==> src/rtl/eth_pkg.sv <==
// Shared Ethernet definitions: byte-serial CRC32 step, FCS mapping and RX FSM states.
package eth_pkg;

  localparam logic [31:0] CRC_INIT = 32'hFFFF_FFFF;
  localparam logic [31:0] CRC_POLY = 32'h04C1_1DB7;
  localparam int FCS_BYTES = 4;

  typedef enum logic [1:0] {
    IDLE = 2'd0,
    FILL = 2'd1,
    RUN  = 2'd2
  } rx_state_e;

  // Register is kept MSB-first; data bits enter LSB first as on the wire.
  function automatic logic [31:0] eth_crc32_next(input logic [7:0] d, input logic [31:0] c);
    logic [31:0] r;
    r = c;
    for (int i = 0; i < 8; i++) begin
      r = {r[30:0], 1'b0} ^ (((r[31] ^ d[i]) == 1'b1) ? CRC_POLY : 32'h0);
    end
    return r;
  endfunction

  function automatic logic [31:0] eth_fcs(input logic [31:0] crc);
    logic [31:0] f;
    for (int i = 0; i < 32; i++) begin
      f[i] = ~crc[31-i];
    end
    return f;
  endfunction

endpackage

==> src/rtl/eth_byte_delay4.sv <==
// Four-deep byte shift register; sr[3] is the oldest byte, sr[0] the newest.
module eth_byte_delay4
  import eth_pkg::*;
(
  input  logic                       clk,
  input  logic                       rst,
  input  logic                       clr,
  input  logic                       push,
  input  logic [7:0]                 din,
  output logic [7:0]                 oldest,
  output logic [FCS_BYTES-1:0][7:0]  sr,
  output logic [2:0]                 count
);

  assign oldest = sr[FCS_BYTES-1];

  // A push during clr starts a fresh frame, so occupancy restarts at one.
  always_ff @(posedge clk) begin
    if (rst) begin
      sr    <= '0;
      count <= '0;
    end else begin
      if (push) begin
        sr <= {sr[FCS_BYTES-2:0], din};
      end
      if (clr) begin
        count <= push ? 3'd1 : 3'd0;
      end else if (push && (count != 3'(FCS_BYTES))) begin
        count <= count + 3'd1;
      end
    end
  end

endmodule

==> src/rtl/eth_rx_fcs_check.sv <==
// RX FCS checker: strips the 4 trailing FCS bytes, re-checks CRC32, reports status and stats.
// Streams are valid-only: a byte moves whenever its valid is high, there is no backpressure.
module eth_rx_fcs_check
  import eth_pkg::*;
#(
  parameter int MIN_PAYLOAD = 1,
  parameter int CNT_W       = 16
) (
  input  logic             clk,
  input  logic             rst,
  input  logic [7:0]       i_data,
  input  logic             i_vl,
  input  logic             i_frame,
  output logic [7:0]       o_data,
  output logic             o_vl,
  output logic             o_done,
  output logic             o_crc_ok,
  output logic             o_short,
  output logic [CNT_W-1:0] o_len,
  output logic [CNT_W-1:0] o_frames,
  output logic [CNT_W-1:0] o_errors
);

  localparam logic [CNT_W-1:0] CNT_MAX = '1;

  rx_state_e                state, state_next;
  logic                     i_frame_d;
  logic [31:0]              crc;
  logic [CNT_W-1:0]         len;
  logic                     push, clr, emit, eof;
  logic                     ok_c, short_c;
  logic [7:0]               oldest;
  logic [FCS_BYTES-1:0][7:0] sr;
  logic [2:0]               count;

  eth_byte_delay4 u_delay (
    .clk    (clk),
    .rst    (rst),
    .clr    (clr),
    .push   (push),
    .din    (i_data),
    .oldest (oldest),
    .sr     (sr),
    .count  (count)
  );

  always_comb begin
    state_next = state;
    push       = 1'b0;
    clr        = 1'b0;
    emit       = 1'b0;
    eof        = 1'b0;
    case (state)
      IDLE: begin
        clr = 1'b1;
        if (i_frame && !i_frame_d) begin
          push       = i_vl;
          state_next = FILL;
        end
      end
      FILL: begin
        if (!i_frame) begin
          eof        = 1'b1;
          state_next = IDLE;
        end else if (i_vl) begin
          push = 1'b1;
          if (count == 3'(FCS_BYTES - 1)) state_next = RUN;
        end
      end
      RUN: begin
        if (!i_frame) begin
          eof        = 1'b1;
          state_next = IDLE;
        end else if (i_vl) begin
          push = 1'b1;
          emit = 1'b1;
        end
      end
      default: state_next = IDLE;
    endcase
  end

  // Delay line holds the received FCS with the first-arrived byte in sr[3].
  always_comb begin
    short_c = 1'b1;
    ok_c    = 1'b0;
    if (state == RUN) begin
      short_c = (len < CNT_W'(MIN_PAYLOAD));
      ok_c    = !short_c && ({sr[0], sr[1], sr[2], sr[3]} == eth_fcs(crc));
    end
  end

  always_ff @(posedge clk) begin
    if (rst) begin
      state     <= IDLE;
      i_frame_d <= 1'b1;
      crc       <= CRC_INIT;
      len       <= '0;
      o_data    <= '0;
      o_vl      <= 1'b0;
      o_done    <= 1'b0;
      o_crc_ok  <= 1'b0;
      o_short   <= 1'b0;
      o_len     <= '0;
      o_frames  <= '0;
      o_errors  <= '0;
    end else begin
      state     <= state_next;
      i_frame_d <= i_frame;
      o_vl      <= emit;
      o_done    <= eof;
      if (emit) o_data <= oldest;
      if (state == IDLE) begin
        crc <= CRC_INIT;
        len <= '0;
      end else if (emit) begin
        crc <= eth_crc32_next(oldest, crc);
        if (len != CNT_MAX) len <= len + 1'b1;
      end
      if (eof) begin
        o_crc_ok <= ok_c;
        o_short  <= short_c;
        o_len    <= (state == RUN) ? len : '0;
        if (o_frames != CNT_MAX) o_frames <= o_frames + 1'b1;
        if (!ok_c && (o_errors != CNT_MAX)) o_errors <= o_errors + 1'b1;
      end else begin
        o_crc_ok <= 1'b0;
        o_short  <= 1'b0;
        o_len    <= '0;
      end
    end
  end

endmodule

==> config.mk <==
export PLATFORM = sky130hd
export DESIGN_NAME = eth_rx_fcs_check
export DESIGN_NICKNAME = d
export VERILOG_FILES = /design/src/rtl/eth_pkg.sv /design/src/rtl/eth_byte_delay4.sv /design/src/rtl/eth_rx_fcs_check.sv
export SDC_FILE = /design/constraint.sdc
export NUM_CORES = 1
export LEC_CHECK = 0
export ABC_AREA = 1
export BUFFER_PORTS_ARGS = -buffer_cell sky130_fd_sc_hd__buf_2
export CAP_MARGIN = 20
export CORE_MARGIN = 2
export CORE_UTILIZATION = 45
export DETAILED_ROUTE_END_ITERATION = 16
export GPL_ROUTABILITY_DRIVEN = 0
export PLACE_DENSITY = 0.64
export SETUP_SLACK_MARGIN = 0.4
export SYNTH_ARGS = -nofsm -noshare
export SYNTH_HDL_FRONTEND = slang
export SYNTH_HIERARCHICAL = 1
export SYNTH_SLANG_ARGS = --single-unit
==> constraint.sdc <==
create_clock -name clk -period 2.3 [get_ports clk]
set_clock_uncertainty 0.2 [all_clocks]
set_input_delay 0.115 -clock clk [delete_from_list [all_inputs] [get_ports clk]]
set_output_delay 0.115 -clock clk [all_outputs]
set_load 0.02 [all_outputs]
# == Word level (Yosys, flattened, before mapping) ==
# Index checks and enable logic that the tools add are counted.
# totals
input_bits,12
latch_bits,0
elab_cells,128
romBits,0
ff_bits,146
out_inout_bits,60
memories,0
ramBits,0
# classes
n_reduce_logical,17
eq_ne,12
magnitude_cmp,1
n_addsub,4
n_div,0
bitwise,50
multipliers,0
shift,0
muxes,27
# ops
cell,count
bitwise XOR 32 x 27 -> 32 bit,8
two-way mux 27 bit,8
"adder 16 x 1 -> 16 bit, second input constant",3
"inequality test 16 bit, second input constant",3
NOT 1 bit,34
== test 32 bit,1
"less-than comparator 16 x 1 -> 1 bit, second input constant",1
two-way mux 1 bit,10
two-way mux 2 bit,5
"inequality test 3 bit, second input constant",3
bitwise XOR 1 bit,8
two-way mux 3 bit,2
one-hot mux 2 bit (3 select lines),1
AND reduction 2 bit,3
OR reduction 2 bit,3
logical AND 1 bit,4
"inequality test 2 bit, second input constant",2
AND reduction 4 bit,1
"adder 3 x 1 -> 3 bit, second input constant",1
"== test 3 x 2 -> 1 bit, second input constant",1
zero test 1 bit,3
OR reduction 3 bit,1
"== test 2 x 1 -> 1 bit, second input constant",1
"== test 2 bit, second input constant",1
3 further kinds,3

# == Depth between registers and ports, before layout ==
# depth
word_depth,24
ltp_mapped,13
depth_no_buf,12

# == By module ==
# Netlist, hierarchy kept.
# by_module_without_submodules
module,seq_area_each_um2,instances,area_each_um2,cells_per_inst
eth_rx_fcs_check,2222.1,1,6299.8,927
eth_byte_delay4,700.7,1,1524.0,174

# == Worst setup path before layout ==
# Ideal clock, no wire load.
# synth_timing
path_kind,register to register
startpoint,register state[0]
endpoint,register o_frames[12]
setup_slack_ns,0.386
n_path_buf,1
t_required_ns,1.984
path_stages_with_launch,11
synth_period_minus_slack_ns,1.914
setup_time_ns,0.116
arrival_ns,1.598
path_cell_list,dfxtp_1 > inv_1 > ha_1 > inv_1 > nor2_1 > nand2_1 > buf_2 > nor3_1 > nand3_1 > nand2_1 > a21oi_1
# synth_via
elab_chain_cells,4
elab_cells_between_ends,5
cone_classes,2 x eq/ne; 1 x mux; 2 x reduce/logical
# synth_lines
item,line_no,rtl
"start, declared",eth_rx_fcs_check.sv:26,"rx_state_e state, state_next;"
"start signal, assigned",eth_rx_fcs_check.sv:108,state <= state_next;
== test 2 bit / == test 2 x 1 -> 1 bit (equally long branches),eth_rx_fcs_check.sv:53,case (state)
OR reduction 2 bit (no line) *,-,
two-way mux 1 bit *,-,
AND reduction 2 bit (no line) *,-,
"end signal, assigned",eth_rx_fcs_check.sv:124,if (o_frames != CNT_MAX) o_frames <= o_frames + 1'b1;
"end, declared",eth_rx_fcs_check.sv:20,"output logic [CNT_W-1:0] o_frames,"
# Every way passes the cells marked *; elsewhere a longest branch is shown, timed or not.
# A chain may end at the register's enable or synchronous reset.

# == Worst setup path after layout ==
# layout_timing
startpoint,register o_errors[4]
endpoint,register o_errors[0]
# layout_via
elab_chain_cells,3
# layout_lines
item,line_no,rtl
"start, declared",eth_rx_fcs_check.sv:21,output logic [CNT_W-1:0] o_errors
"start signal, assigned",eth_rx_fcs_check.sv:125,if (!ok_c && (o_errors != CNT_MAX)) o_errors <= o_errors + 1'b1;
inequality test 16 bit,eth_rx_fcs_check.sv:125,
logical AND 1 bit,eth_rx_fcs_check.sv:125,
AND reduction 2 bit (no line),-,
# Every way passes these cells.

==> flow_metrics.env <==
export IMPL_row_count=48
export IMPL_syn_avg_cell_area_um2=7.11
export IMPL_synth_net_count=1123
export IMPL_setup_worst_path_class="reg2reg"
export IMPL_die_x_um=136
export IMPL_utilization_pct=60.5
export IMPL_synth_seq_cells=146
export IMPL_synth_enable_flop_cells=0
export IMPL_n_antenna_cell=0
export IMPL_die_area_um2=18500
export IMPL_slew_violations=0
export IMPL_max_freq_mhz=530
export IMPL_clk_path_buf_depth=2
export IMPL_syn_cell_area_um2=7820
export IMPL_r2r_end="o_errors[0]"
export IMPL_ys_seq_area_share_pct=37.4
export IMPL_cp_start_kind="flip-flop"
export IMPL_worstMarginPinSlew_ps=405
export IMPL_most_common_layout_cells="nand2_1, nor2_1, inv_1"
export IMPL_cts_buffers=17
export IMPL_hold_depth=6
export IMPL_tns_ps=0
export IMPL_holdCritStartpoint="i_vl"
export IMPL_clockRootBuffer="clkbuf_16"
export IMPL_wl_per_cell_um=14.7
export IMPL_fin_crit_ps=1890
export IMPL_place_ws_ps=145
export IMPL_grt_pass1_wl_um=33000
export IMPL_ys_types=44
export IMPL_power_density_nw_per_um2=732
export IMPL_core_um2=17100
export IMPL_ff2ff_setup_slack_ps=410
export IMPL_h_tree_depth=4
export IMPL_die_h_um=136
export IMPL_r2r_start="o_errors[4]"
export IMPL_drt_iter0_drc=479
export IMPL_place_port_buffers=71
export IMPL_routed_wirelength_um=21800
export IMPL_critPathMaxFanout=7
export IMPL_insertion_delay_ps=430
export IMPL_areaGrowthSynthToFinish_pct=32.4
export IMPL_drcViolationCount=0
export IMPL_netlist_instances=1101
export IMPL_setup_viol=0
export IMPL_ys_flop_type="dfxtp_1"
export IMPL_endpoint_kind="flip-flop"
export IMPL_cts_sinks=146
export IMPL_worst_ep_arrival_time_ps=2050
export IMPL_ant_nets=0
export IMPL_synth_warnings=6
export IMPL_via_per_inst=4.98
export IMPL_hold_violations=0
export IMPL_worstHoldEndpoint="o_data[6]"
export IMPL_grt_overflow_total=0
export IMPL_drive_above_1_share_pct=34.9
export IMPL_initial_core_util_pct=45.7
export IMPL_place_area_um2=8450
export IMPL_vias=7384
export IMPL_status="completed"
export IMPL_grt_antenna_before_repair=0
export IMPL_final_common_cell="nand2_1"
export IMPL_finalWorstSetupSlack_ps=413
export IMPL_layout_nets=1266
export IMPL_synthArstFlopShare_pct=0
export IMPL_grt_max_degree=48
export IMPL_hold_path_class="in2reg"
export IMPL_post_dp_hpwl_um=13600
export IMPL_holdWs_ps=128
export IMPL_clkSlewWorstSetupHoldPaths_ps=60
export IMPL_cts_tree="built"
export IMPL_grt_usage_pct=22.5
export IMPL_io_pins=72
export IMPL_reg2reg_depth=11
export IMPL_cap_violations=0
export IMPL_fin_crit_sh_pct=82.0
export IMPL_critPathRequiredTime_ps=2460
export IMPL_power_leakage_nw=4.39
export IMPL_postLayoutCellArea_um2=10400
export IMPL_grt_pass1_vias=6609
export IMPL_peakVddDrop_uv=578
export IMPL_drt_first_pass_iters=5
export IMPL_rsz0062_at_grt="yes"
export IMPL_relSlewSlack_pct=73.0
==> how the worst max path moves through the flow <==
stage | from | to | slack [ps] | cells after the start
3_3_place_gp | state[0] | o_frames[13] | 190 | 9
3_5_place_dp | state[0] | o_frames[8] | 150 | 9
4_1_cts | o_errors[1] | o_errors[0] | 390 | 9
5_1_grt | o_errors[4] | o_errors[0] | 330 | 11
6_report | o_errors[4] | o_errors[0] | 410 | 11
2_1_floorplan | o_errors[5] | o_errors[0] | 400 | 10
==> Yosys cell counts (5+ instances only) <==
library cell | number | share of area, %
inv_2 | 12 | 0.58
nand2_2 | 22 | 1.8
o21ai_1 | 7 | 0.45
nor2_2 | 5 | 0.40
a21oi_1 | 77 | 4.9
nand4_1 | 18 | 1.4
nor2_1 | 127 | 6.1
o211ai_1 | 8 | 0.77
inv_1 | 112 | 5.4
a21oi_2 | 33 | 3.7
o21ai_0 | 41 | 2.6
buf_4 | 10 | 0.96
buf_2 | 8 | 0.51
dfxtp_1 | 146 | 37
xnor2_1 | 22 | 2.5
clkbuf_1 | 15 | 0.72
ha_1 | 10 | 1.6
nor3_1 | 18 | 1.2
nand2_1 | 275 | 13
nand3_1 | 47 | 3.0
xor2_1 | 45 | 5.0
==> layer usage <==
metal,GRT usage [%],routed length (um),vias to the layer above
met5,0,0,-
met4,6.08,336,0
met3,4.21,947,34
met2,37.2,10400,171
met1,30.2,10100,3400
li1,-,-,3779
==> final cells by class <==
type	count	area, um^2
Fill cell	1557	6760
Multi-Input combinational cell	788	4670
Sequential cell	146	3030
Timing Repair Buffer	164	1280
Inverter	126	519
Clock buffer	19	443
Tap cell	225	282
Clock inverter	13	128
Timing Repair inverter	1	5.00
==> critical path, stage by stage (launching register included) <==
cell      delay [ps]
dfxtp_4          380
nand2_4           60
nor2_4           130
nand3_4          110
nor2_4           130
nand4_1          130
nand2_2          150
clkinv_4         130
buf_8            170
nand3_2           70
nand2_1           50
nor2_1           110
==> cells by family after synthesis <==
| kind of cell | count (synthesis) | synth area share (%) |
|---|---|---|
| buf+inv | 169 | 9.95 |
| fa+ha+maj | 10 | 1.60 |
| simple gates | 530 | 28.9 |
| xor+xnor | 73 | 9.04 |
| flops | 146 | 37.4 |
| compound gates | 173 | 13.2 |
==> metrics by stage <==
stage | instances | total power, mW
after floorplan | 1101 | 3.97
after global placement | 1388 | 4.31
after detailed placement | 1388 | 4.33
after CTS | 1441 | 7.23
after global routing | 1482 | 7.93
final | 1482 | 7.58
==> where the power goes <==
group | leakage (nW) | switching, mW | total [mW] | internal [mW]
registers | 1.19 | 0.128 | 2.78 | 2.65
logic | 2.93 | 1.32 | 2.10 | 0.784
clock network | 0.271 | 1.17 | 2.70 | 1.53
total | 4.39 | 2.61 | 7.58 | 4.97
==> sequential cells by signal, indices dropped and copies added, names as in the netlist <==
name and flops:
u_delay/sr 24, o_vl 1, crc 32, o_frames 16, o_crc_ok 1, state 2
o_errors 16, u_delay/count 3, o_data 8, o_short 1, i_frame_d 1, len 16
u_delay/oldest 8, o_len 16, o_done 1
==> timing repair <==
action | CTS | global route
hold buffers | 11 | 0
gates cloned | 1 | 6
gates resized for setup | 42 | 209
endpoints found under the hold margin | 21 | 0
pin swaps | 8 | 49
setup endpoints to repair | 108 | 107
buffers inserted | 9 | 35
(Power assumes the default switching activity.)
